$ cat src/rtl/opcode_sequencer_if.sv
// Program-load, control and breadboard-facing signals of the opcode sequencer.
interface opcode_sequencer_if #(
  parameter int AW = 4
);
  logic          LoadEn;
  logic [AW-1:0] LoadAddr;
  logic [20:0]   LoadData;
  logic          Start;
  logic          Abort;
  logic [1:0]    Error;
  logic [15:0]   InputA;
  logic [3:0]    OpCode;
  logic [AW-1:0] PC;
  logic          Busy;
  logic          Done;
  logic          Fault;
  logic [1:0]    FaultCode;
  logic [AW-1:0] FaultPC;

  modport master (
    output LoadEn, LoadAddr, LoadData, Start, Abort, Error,
    input  InputA, OpCode, PC, Busy, Done, Fault, FaultCode, FaultPC
  );

  modport slave (
    input  LoadEn, LoadAddr, LoadData, Start, Abort, Error,
    output InputA, OpCode, PC, Busy, Done, Fault, FaultCode, FaultPC
  );
endinterface

$ cat src/rtl/opcode_sequencer.sv
// Stores a short {Last, OpCode, operand} program and issues one word per
// clock to the accumulator breadboard, halting on its first error.
// Outside RUN the outputs are held at NOP so the accumulator is untouched.
module opcode_sequencer #(
  parameter int DEPTH = 16,
  parameter int AW    = 4
) (
  input  logic              Clk,
  input  logic              Reset,
  opcode_sequencer_if.slave bus
);
  typedef enum logic [1:0] {IDLE, RUN, DONE, FAULT} state_t;

  state_t        state_q, state_d;
  logic [3:0]    op_q, op_d;
  logic [15:0]   a_q, a_d;
  logic [AW-1:0] pc_q, pc_d;
  logic [1:0]    fc_q, fc_d;
  logic [AW-1:0] fpc_q, fpc_d;

  logic [20:0]   mem [DEPTH];
  logic [20:0]   cur_word, nxt_word;
  logic [AW-1:0] pc_inc;

  assign pc_inc   = pc_q + AW'(1);
  assign cur_word = mem[pc_q];
  assign nxt_word = mem[pc_inc];

  // Program memory: loads only when no program is executing; never reset.
  always_ff @(posedge Clk) begin
    if (bus.LoadEn && state_q != RUN)
      mem[bus.LoadAddr] <= bus.LoadData;
  end

  // State and output registers.
  always_ff @(posedge Clk) begin
    if (Reset) begin
      state_q <= IDLE;
      op_q    <= '0;
      a_q     <= '0;
      pc_q    <= '0;
      fc_q    <= '0;
      fpc_q   <= '0;
    end else begin
      state_q <= state_d;
      op_q    <= op_d;
      a_q     <= a_d;
      pc_q    <= pc_d;
      fc_q    <= fc_d;
      fpc_q   <= fpc_d;
    end
  end

  // Next state / next presented word; Abort > Error > end-of-program > advance.
  always_comb begin
    state_d = state_q;
    op_d    = op_q;
    a_d     = a_q;
    pc_d    = pc_q;
    fc_d    = fc_q;
    fpc_d   = fpc_q;
    case (state_q)
      RUN: begin
        if (bus.Abort) begin
          state_d = IDLE;
          op_d    = '0;
          a_d     = '0;
        end else if (bus.Error != 2'b00) begin
          state_d = FAULT;
          fc_d    = bus.Error;
          fpc_d   = pc_q;
          op_d    = '0;
          a_d     = '0;
        end else if (cur_word[20] || pc_q == AW'(DEPTH - 1)) begin
          // No wrap: a program without Last ends after DEPTH words.
          state_d = DONE;
          op_d    = '0;
          a_d     = '0;
        end else begin
          pc_d = pc_inc;
          op_d = nxt_word[19:16];
          a_d  = nxt_word[15:0];
        end
      end
      default: begin
        // Load takes priority over Start in the same cycle.
        if (bus.Start && !bus.LoadEn) begin
          state_d = RUN;
          pc_d    = '0;
          op_d    = mem[0][19:16];
          a_d     = mem[0][15:0];
          fc_d    = '0;
          fpc_d   = '0;
        end
      end
    endcase
  end

  assign bus.OpCode    = op_q;
  assign bus.InputA    = a_q;
  assign bus.PC        = pc_q;
  assign bus.Busy      = (state_q == RUN);
  assign bus.Done      = (state_q == DONE);
  assign bus.Fault     = (state_q == FAULT);
  assign bus.FaultCode = fc_q;
  assign bus.FaultPC   = fpc_q;
endmodule

$ cat src/flat_wrapper.sv
// flat-port wrapper written by rule: the top's interface ports become plain ports
module opcode_sequencer_flat 
#(
  parameter int DEPTH = 16,
  parameter int AW    = 4
)
  (Clk, Reset, bus_LoadEn, bus_LoadAddr, bus_LoadData, bus_Start, bus_Abort, bus_Error, bus_InputA, bus_OpCode, bus_PC, bus_Busy, bus_Done, bus_Fault, bus_FaultCode, bus_FaultPC);
  opcode_sequencer_if #(.AW(AW)) bus_i ();
  input  logic Clk;
  input  logic Reset;
  input wire logic [$bits(bus_i.LoadEn)-1:0] bus_LoadEn;
  input wire logic [$bits(bus_i.LoadAddr)-1:0] bus_LoadAddr;
  input wire logic [$bits(bus_i.LoadData)-1:0] bus_LoadData;
  input wire logic [$bits(bus_i.Start)-1:0] bus_Start;
  input wire logic [$bits(bus_i.Abort)-1:0] bus_Abort;
  input wire logic [$bits(bus_i.Error)-1:0] bus_Error;
  output wire logic [$bits(bus_i.InputA)-1:0] bus_InputA;
  output wire logic [$bits(bus_i.OpCode)-1:0] bus_OpCode;
  output wire logic [$bits(bus_i.PC)-1:0] bus_PC;
  output wire logic [$bits(bus_i.Busy)-1:0] bus_Busy;
  output wire logic [$bits(bus_i.Done)-1:0] bus_Done;
  output wire logic [$bits(bus_i.Fault)-1:0] bus_Fault;
  output wire logic [$bits(bus_i.FaultCode)-1:0] bus_FaultCode;
  output wire logic [$bits(bus_i.FaultPC)-1:0] bus_FaultPC;
  assign bus_i.LoadEn = bus_LoadEn;
  assign bus_i.LoadAddr = bus_LoadAddr;
  assign bus_i.LoadData = bus_LoadData;
  assign bus_i.Start = bus_Start;
  assign bus_i.Abort = bus_Abort;
  assign bus_i.Error = bus_Error;
  assign bus_InputA = bus_i.InputA;
  assign bus_OpCode = bus_i.OpCode;
  assign bus_PC = bus_i.PC;
  assign bus_Busy = bus_i.Busy;
  assign bus_Done = bus_i.Done;
  assign bus_Fault = bus_i.Fault;
  assign bus_FaultCode = bus_i.FaultCode;
  assign bus_FaultPC = bus_i.FaultPC;
  opcode_sequencer #(.DEPTH(DEPTH), .AW(AW)) u_core (.Clk(Clk), .Reset(Reset), .bus(bus_i));
endmodule
$ cat config.mk
export PLATFORM = sky130hd
export DESIGN_NAME = opcode_sequencer_flat
export DESIGN_NICKNAME = d
export VERILOG_FILES = /design/src/rtl/opcode_sequencer_if.sv /design/src/rtl/opcode_sequencer.sv /design/src/flat_wrapper.sv
export SDC_FILE = /design/constraint.sdc
export NUM_CORES = 1
export LEC_CHECK = 0
export BUFFER_PORTS_ARGS = -buffer_cell sky130_fd_sc_hd__clkbuf_2
export CORE_MARGIN = 1
export CORE_UTILIZATION = 52
export CTS_CLUSTER_DIAMETER = 120
export CTS_CLUSTER_SIZE = 14
export DETAILED_ROUTE_END_ITERATION = 7
export GPL_ROUTABILITY_DRIVEN = 0
export PLACE_DENSITY = 0.76
export REMOVE_ABC_BUFFERS = 1
export SLEW_MARGIN = 20
export SYNTH_ARGS = -nofsm -noshare
export SYNTH_HDL_FRONTEND = slang
export SYNTH_SLANG_ARGS = --single-unit
$ cat constraint.sdc
create_clock -name Clk -period 5.9 [get_ports Clk]
set_input_delay 1.18 -clock Clk [delete_from_list [all_inputs] [get_ports Clk]]
set_output_delay 1.18 -clock Clk [all_outputs]
set_load 0.05 [all_outputs]
==> summary.txt, run 1 <==
status = complete, no violations
hold crit path type = flop to flop
total track usage = 0.218
core area = 27,300 µm²
crit path cell chain = ha_4 -> xor2_4 -> buf_12 -> mux4_2 -> mux2_2 -> a211oi_1 -> nor4_2
synth top area cells = edfxtp_1 69%, mux4_2 12%, dfxtp_1 4.9%, mux2i_1 2.5%, nor2_1 2.1%
Slew HR = 0.244
Clock Sink Count = 372
Post-CTS Setup Inserts = 0
max frequency = 0.291 GHz
Ys Warns = 0
setup_tns = 0 ps
Startpoint Class = flop
Routed WL = 30.5 mm
initial antenna violation count = 0
# nets final = 875
Post-synth ARST share = 0
DRT Pass-1 Iters = 5
first-pass GRT wire length = 46.2 mm
final slew viol count = 0
critical path class = flop to flop
Die Y = 170 µm
CTS Buf Count = 30
number of fill cells = 1,905
crit path capture type = flop
H-tree depth = 1
count of final setup violators = 0
cell type with the largest total area after synthesis = edfxtp_1
crit path buf inv count = 1
Worst Path Required = 6330 ps
hold_sp = u_core.bus.FaultPC[2]
Residual DRC = 0
largest stage delay on the critical path = 900 ps
post-synth top area share = 0.691
Clock Path Buffers = 3
layout cells sized above 1 = 0.281
top_reg_cell synth = edfxtp_1
Leakage = 5.07 nW
Tcrit/Tclk final = 0.583
FP Rows = 60
full die area = 28,800 µm²
CP arrival = 3870 ps
clk_skew = 29.2 ps
cell count after synthesis = 764
input/output buffers = 64
Fin. Hold Viols = 0
Vias/cell = 6.12
largest net degree at the start of global routing = 67
post_cts resized = 0
reg-to-reg slack, setup = 2460 ps
Die X = 170 µm
Cell Area, Synth = 14,600 µm²
RSZ-0062 raised after global routing = no
Post-CTS Hold Buffers = 0
first-iteration detailed-routing DRC count = 800
Top delay family on crit path = flip-flops
starting density of the core = 0.536
Unique masters post-synth = 42
P per Cell Area = 305 nW/µm²
syn avg cell area = 19.1 µm²
vias in the first global route = 7,646
Max-Cap Viols = 0
num ports = 65
clk_lat worst skew = 580 ps
total global routing overflow = 0
final core occ = 0.600
CP max FO = 43
CTS clock-pin slew for the worst setup and hold paths = 70 ps
Routed WL per cell = 24.7 µm
Post-synth EDFFs = 336
TritonCTS clock tree = done
Final min period = 3440 ps
clk root buf = clkbuf_16
total number of vias = 7,575
peak supply drop = 0.187 mV
Detail Route Antenna Nets = 0
Reg2Reg Launch Point = u_core.bus.PC[0]
overall power = 0.00498 W
Least-Margin Pin Slew = 1130 ps
#FFs+latches synth = 372
antenna cells = 0
register area share after synthesis = 0.740
CP max-delay cell = dfxtp_4
Synth-to-Final Area Change = 11.9%
Detailed Place HPWL = 17.0 mm
crit path launch = u_core.bus.PC[0]
Hold Worst Slack = 470 ps
==> power by group <==
group	internal (W)	leakage (nW)	total [W]	switching, W
Clock	0.000959	0.409	0.00183	0.000867
Combinational	0.0000565	1.33	0.000223	0.000166
Sequential	0.00291	3.33	0.00293	0.0000223
==> worst min-delay path: cells and delay by family (launching register included) <==
kind | cells | cell delay, ps
AOI/OAI and AO/OA | 1 | 60
and+or+nand+nor | 1 | 60
DFF | 1 | 310
==> synth_stat cells (all sizes together) (5+ instances only) <==
| master | instances |
|---|---|
| dfxtp | 36 |
| nand2b | 6 |
| mux2 | 15 |
| buf | 23 |
| mux2i | 36 |
| o211ai | 5 |
| a211oi | 20 |
| nor3 | 20 |
| nor4 | 16 |
| a21oi | 13 |
| o21ai | 14 |
| mux4 | 83 |
| nor2 | 81 |
| clkbuf | 17 |
| nand3 | 10 |
| nand2 | 11 |
| edfxtp | 336 |
==> stage by stage <==
stage	setup slack [ps]	instances	instance area, µm²
after floorplan	-728	724	14400
after global placement	2350	1180	15400
after detailed placement	2210	1181	15500
after CTS	2350	1237	16300
after global routing	2220	1238	16300
final	2460	1238	16300
==> kinds of logic (layout without fill, tap and decap cells) <==
kind of cell / after synthesis / in the layout / share of synthesized area
xor gates and xnor gates: 2 / 2 / 0.00248
buffers and inverters: 43 / 145 / 0.0155
adders and majority gates: 1 / 1 / 0.000856
DFF: 372 / 372 / 0.740
AOI/OAI and AO/OA: 56 / 56 / 0.0248
and+or+nand+nor: 156 / 156 / 0.0517
muxes: 134 / 134 / 0.165
==> per-layer routing <==
| metal | vias up | GRT usage | part of all wire | routed length, µm |
|---|---|---|---|---|
| li1 | 3253 | - | - | - |
| met1 | 3922 | 0.319 | 0.43 | 13000 |
| met2 | 341 | 0.340 | 0.47 | 14400 |
| met3 | 59 | 0.0331 | 0.075 | 2280 |
| met4 | 0 | 0.0713 | 0.027 | 826 |
| met5 | - | 0 | 0 | 0 |
==> layout make-up <==
cell class                      instances  area, µm²  share of cell area
Clock inverter                          2       25.0             0.00153
Inverter                                3       11.3            0.000689
Tap cell                              372        465              0.0285
Multi-Input combinational cell        349       3670               0.224
Timing Repair Buffer                   86        522              0.0319
Sequential cell                       372      10800               0.662
Clock buffer                           54        841              0.0514
==> cells in the final DEF (no fill, tap or decap), types with 16 or more instances in the layout <==
| cell | instances |
|---|---|
| mux4_2 | 81 |
| dfxtp_1 | 35 |
| clkbuf_2 | 64 |
| a211oi_1 | 18 |
| clkbuf_1 | 24 |
| clkbuf_16 | 30 |
| buf_4 | 19 |
| edfxtp_1 | 336 |
| mux2i_1 | 36 |
| nor2_1 | 69 |
| nor3_1 | 16 |
==> worst paths after layout <==
kind,to,depth (start not counted)
max,u_core.bus.InputA[2],7
min,u_core.bus.FaultPC[2],2
max reg2reg,u_core.bus.InputA[2],7
min reg2reg,u_core.bus.FaultPC[2],2
==> registers in the layout, indices dropped and copies added, names as in the netlist, named ones only <==
| register | flops |
|---|---|
| u_core.bus.InputA | 16 |
| u_core.bus.FaultPC | 4 |
| u_core.bus.FaultCode | 2 |
| u_core.mem | 336 |
| u_core.bus.PC | 4 |
| u_core.bus.OpCode | 4 |
| u_core.state_q | 2 |
(Power assumes the default switching activity.)
==> run 2: changes to the inputs <==
PLACE_DENSITY = 0.79   (was 0.76)
clock period = 3.07 ns   (was 5.9 ns; I/O delays follow)
==> run 2 against run 1 <==
  * Critical path depth shrank 3
  * Combinational power grew 99%
  * Flip-flop and latch count is the same
  * Sequential power grew 92%
  * Core utilization grew 0.75 points
  * Count of clock-buffer cells in the layout grew 1
  * Via count grew 0.33%
  * Cell count grew 1.9%
  * Largest cell class unchanged
  * Largest power group unchanged
==> summary.txt, run 2 (synthesized netlist as in run 1, its figures left out) <==
CTS Buf Count = 30 (unchanged)
Clock Path Buffers = 3 (unchanged)
FP Rows = 60 (unchanged)
top routing layer in use = met4
CTS clock-pin slew for the worst setup and hold paths = 70 ps (about the same)
hold crit path type = input pin to flop
peak supply drop = 0.427 mV (+130%)
wl on met1 = 12.8 mm (-1.3%)
routed wl met3 = 2.49 mm (+9.4%)
num ports = 65 (unchanged)
clk root buf = clkbuf_16
most frequent cells in the layout = 336 x edfxtp_1, 81 x mux4_2, 69 x nor2_1
reg-to-reg slack, setup = 580 ps (-1880 ps)
status = complete, no violations
largest net degree at the start of global routing = 67 (unchanged)
worst slack at placement = 547 ps (-1670 ps)
Least-Margin Pin Slew = 648 ps (-486 ps)
input/output buffers = 64 (unchanged)
Post-CTS Setup Inserts = 0 (unchanged)
post_cts resized = 0 (unchanged)
vias in the first global route = 7,541 (-1.4%)
starting density of the core = 0.536 (unchanged)
setup_tns = 0 ps (unchanged)
Residual DRC = 0 (unchanged)
Synth-to-Final Area Change = 13.3%
max frequency = 0.394 GHz
Post-CTS Hold Buffers = 0 (unchanged)
P per Cell Area = 581 nW/µm² (+91%)
full die area = 28,800 µm² (unchanged)
Worst Path Required = 2460 ps (-3870 ps)
core area = 27,300 µm² (unchanged)
hold path depth = 3 (+1)
Clock Sink Count = 372 (unchanged)
H-tree depth = 1 (unchanged)
Startpoint Class = flop
Fin. Hold Viols = 0 (unchanged)
clk_lat worst skew = 560 ps (-20 ps)
Max-Cap Viols = 0 (unchanged)
count of final setup violators = 0 (unchanged)
max FFs per register = 336 (unchanged)
Routed WL = 30.8 mm (+0.94%)
critical path class = flop to output pin
# nets final = 897 (+2.5%)
Vias/cell = 6.03 (-1.5%)
Tcrit/Tclk final = 0.827
Detail Route Antenna Nets = 0 (unchanged)
crit path cell chain = nand2b_1 -> clkinv_1 -> buf_4 -> clkbuf_2
overall power = 0.00961 W (+93%)
total global routing overflow = 0 (unchanged)
Detailed Place HPWL = 17.9 mm (+5.2%)
met2 wire len = 14.9 mm (+3.0%)
first-pass GRT wire length = 45.8 mm (-0.96%)
DRT Pass-1 Iters = 5 (unchanged)
CP arrival = 1930 ps (-1940 ps)
final core occ = 0.607 (+0.00753)
CP max-delay cell = dfxtp_1
Die Y = 170 µm (unchanged)
crit path capture type = output pin
Leakage = 5.20 nW (+2.5%)
number of fill cells = 1,876 (-1.5%)
Hold Worst Slack = 328 ps (-141 ps)
layout cells sized above 1 = 0.298 (+0.0178)
largest stage delay on the critical path = 340 ps (-560 ps)
Reg2Reg Launch Point = u_core.bus.PC[1]
RR Endpoint = u_core.bus.OpCode[0]
first-iteration detailed-routing DRC count = 814 (+1.8%)
Reg2Reg Depth = 7 (unchanged)
clk_skew = 24.1 ps (-5.14 ps)
Final min period = 2540 ps
total number of vias = 7,600 (+0.33%)
RSZ-0062 raised after global routing = no
most common cell after layout, fill and taps aside = edfxtp_1
total track usage = 0.219 (+0.000629)
CP max FO = 18 (-58%)
initial antenna violation count = 1 (+1)
final setup margin = 530 ps (-1930 ps)
final slew viol count = 0 (unchanged)
TritonCTS clock tree = done
Hold Crit Endpoint = u_core.bus.FaultCode[0]
hold_sp = bus_Error[0]
Slew HR = 0.563 (+0.320)
Most flops, register = u_core.mem
Die X = 170 µm (unchanged)
Routed WL per cell = 24.4 µm (-0.90%)
==> run 2: cell count changes in the layout (fill, tap and decap cells not counted) <==
| cell | before | now |
|---|---|---|
| buf_12 | 1 | 6 |
| buf_16 | 1 | 0 |
| buf_4 | 19 | 38 |
| buf_6 | 1 | 0 |
| clkbuf_16 | 30 | 31 |
| clkinv_8 | 1 | 0 |
| diode_2 | 0 | 1 |
| ha_2 | 0 | 1 |
| ha_4 | 1 | 0 |
==> run 2: how the worst max path moves through the flow <==
stage               cells after the start               from  slack (ps)                     to
CTS                                     4  u_core.state_q[1]         510               bus_Busy
finish                                  4  u_core.state_q[1]         530               bus_Busy
floorplan                               6   u_core.bus.PC[0]       -3560   u_core.bus.InputA[2]
detailed placement                      8          bus_Abort         550   u_core.bus.OpCode[2]
global route                            7               flop         420   u_core.bus.InputA[9]
global placement                        8          bus_Abort         650  u_core.bus.InputA[10]
==> run 2: report_power, final <==
| part | switching [W] | internal (W) |
|---|---|---|
| registers | 0.0000379 | 0.00559 |
| logic | 0.000325 | 0.000118 |
| clock network | 0.00165 | 0.00189 |
==> run 2: worst max-delay path, delay by kind of cell, from the launching register on <==
kind / cells / cell delay, ps
buf+inv: 3 / 740
simple gates: 1 / 270
flops: 1 / 340
==> run 2: per-layer routing <==
| metal | global-route usage | vias to the layer above |
|---|---|---|
| met5 | 0 | - |
| met4 | 0.0556 | 0 |
| met3 | 0.0347 | 57 |
| met2 | 0.356 | 356 |
| met1 | 0.311 | 3888 |
| li1 | - | 3299 |
==> run 2: metrics by stage <==
step / std cells / instance area (µm²)
6_report: 1261 / 16600
5_1_grt: 1260 / 16500
4_1_cts: 1260 / 16500
3_5_place_dp: 1204 / 15700
3_3_place_gp: 1204 / 15700
2_1_floorplan: 724 / 14400
==> run 2: layout make-up <==
class,instances,area [µm²],share of cell area
antenna,1,2.50,0.000151
sequential,372,10800,0.653
tap,372,465,0.0281
multi-input combinational,349,3660,0.221
clock buffer,55,866,0.0523
timing repair buffer,108,726,0.0438
clock inverter,1,8.76,0.000529
inverter,3,11.3,0.000680
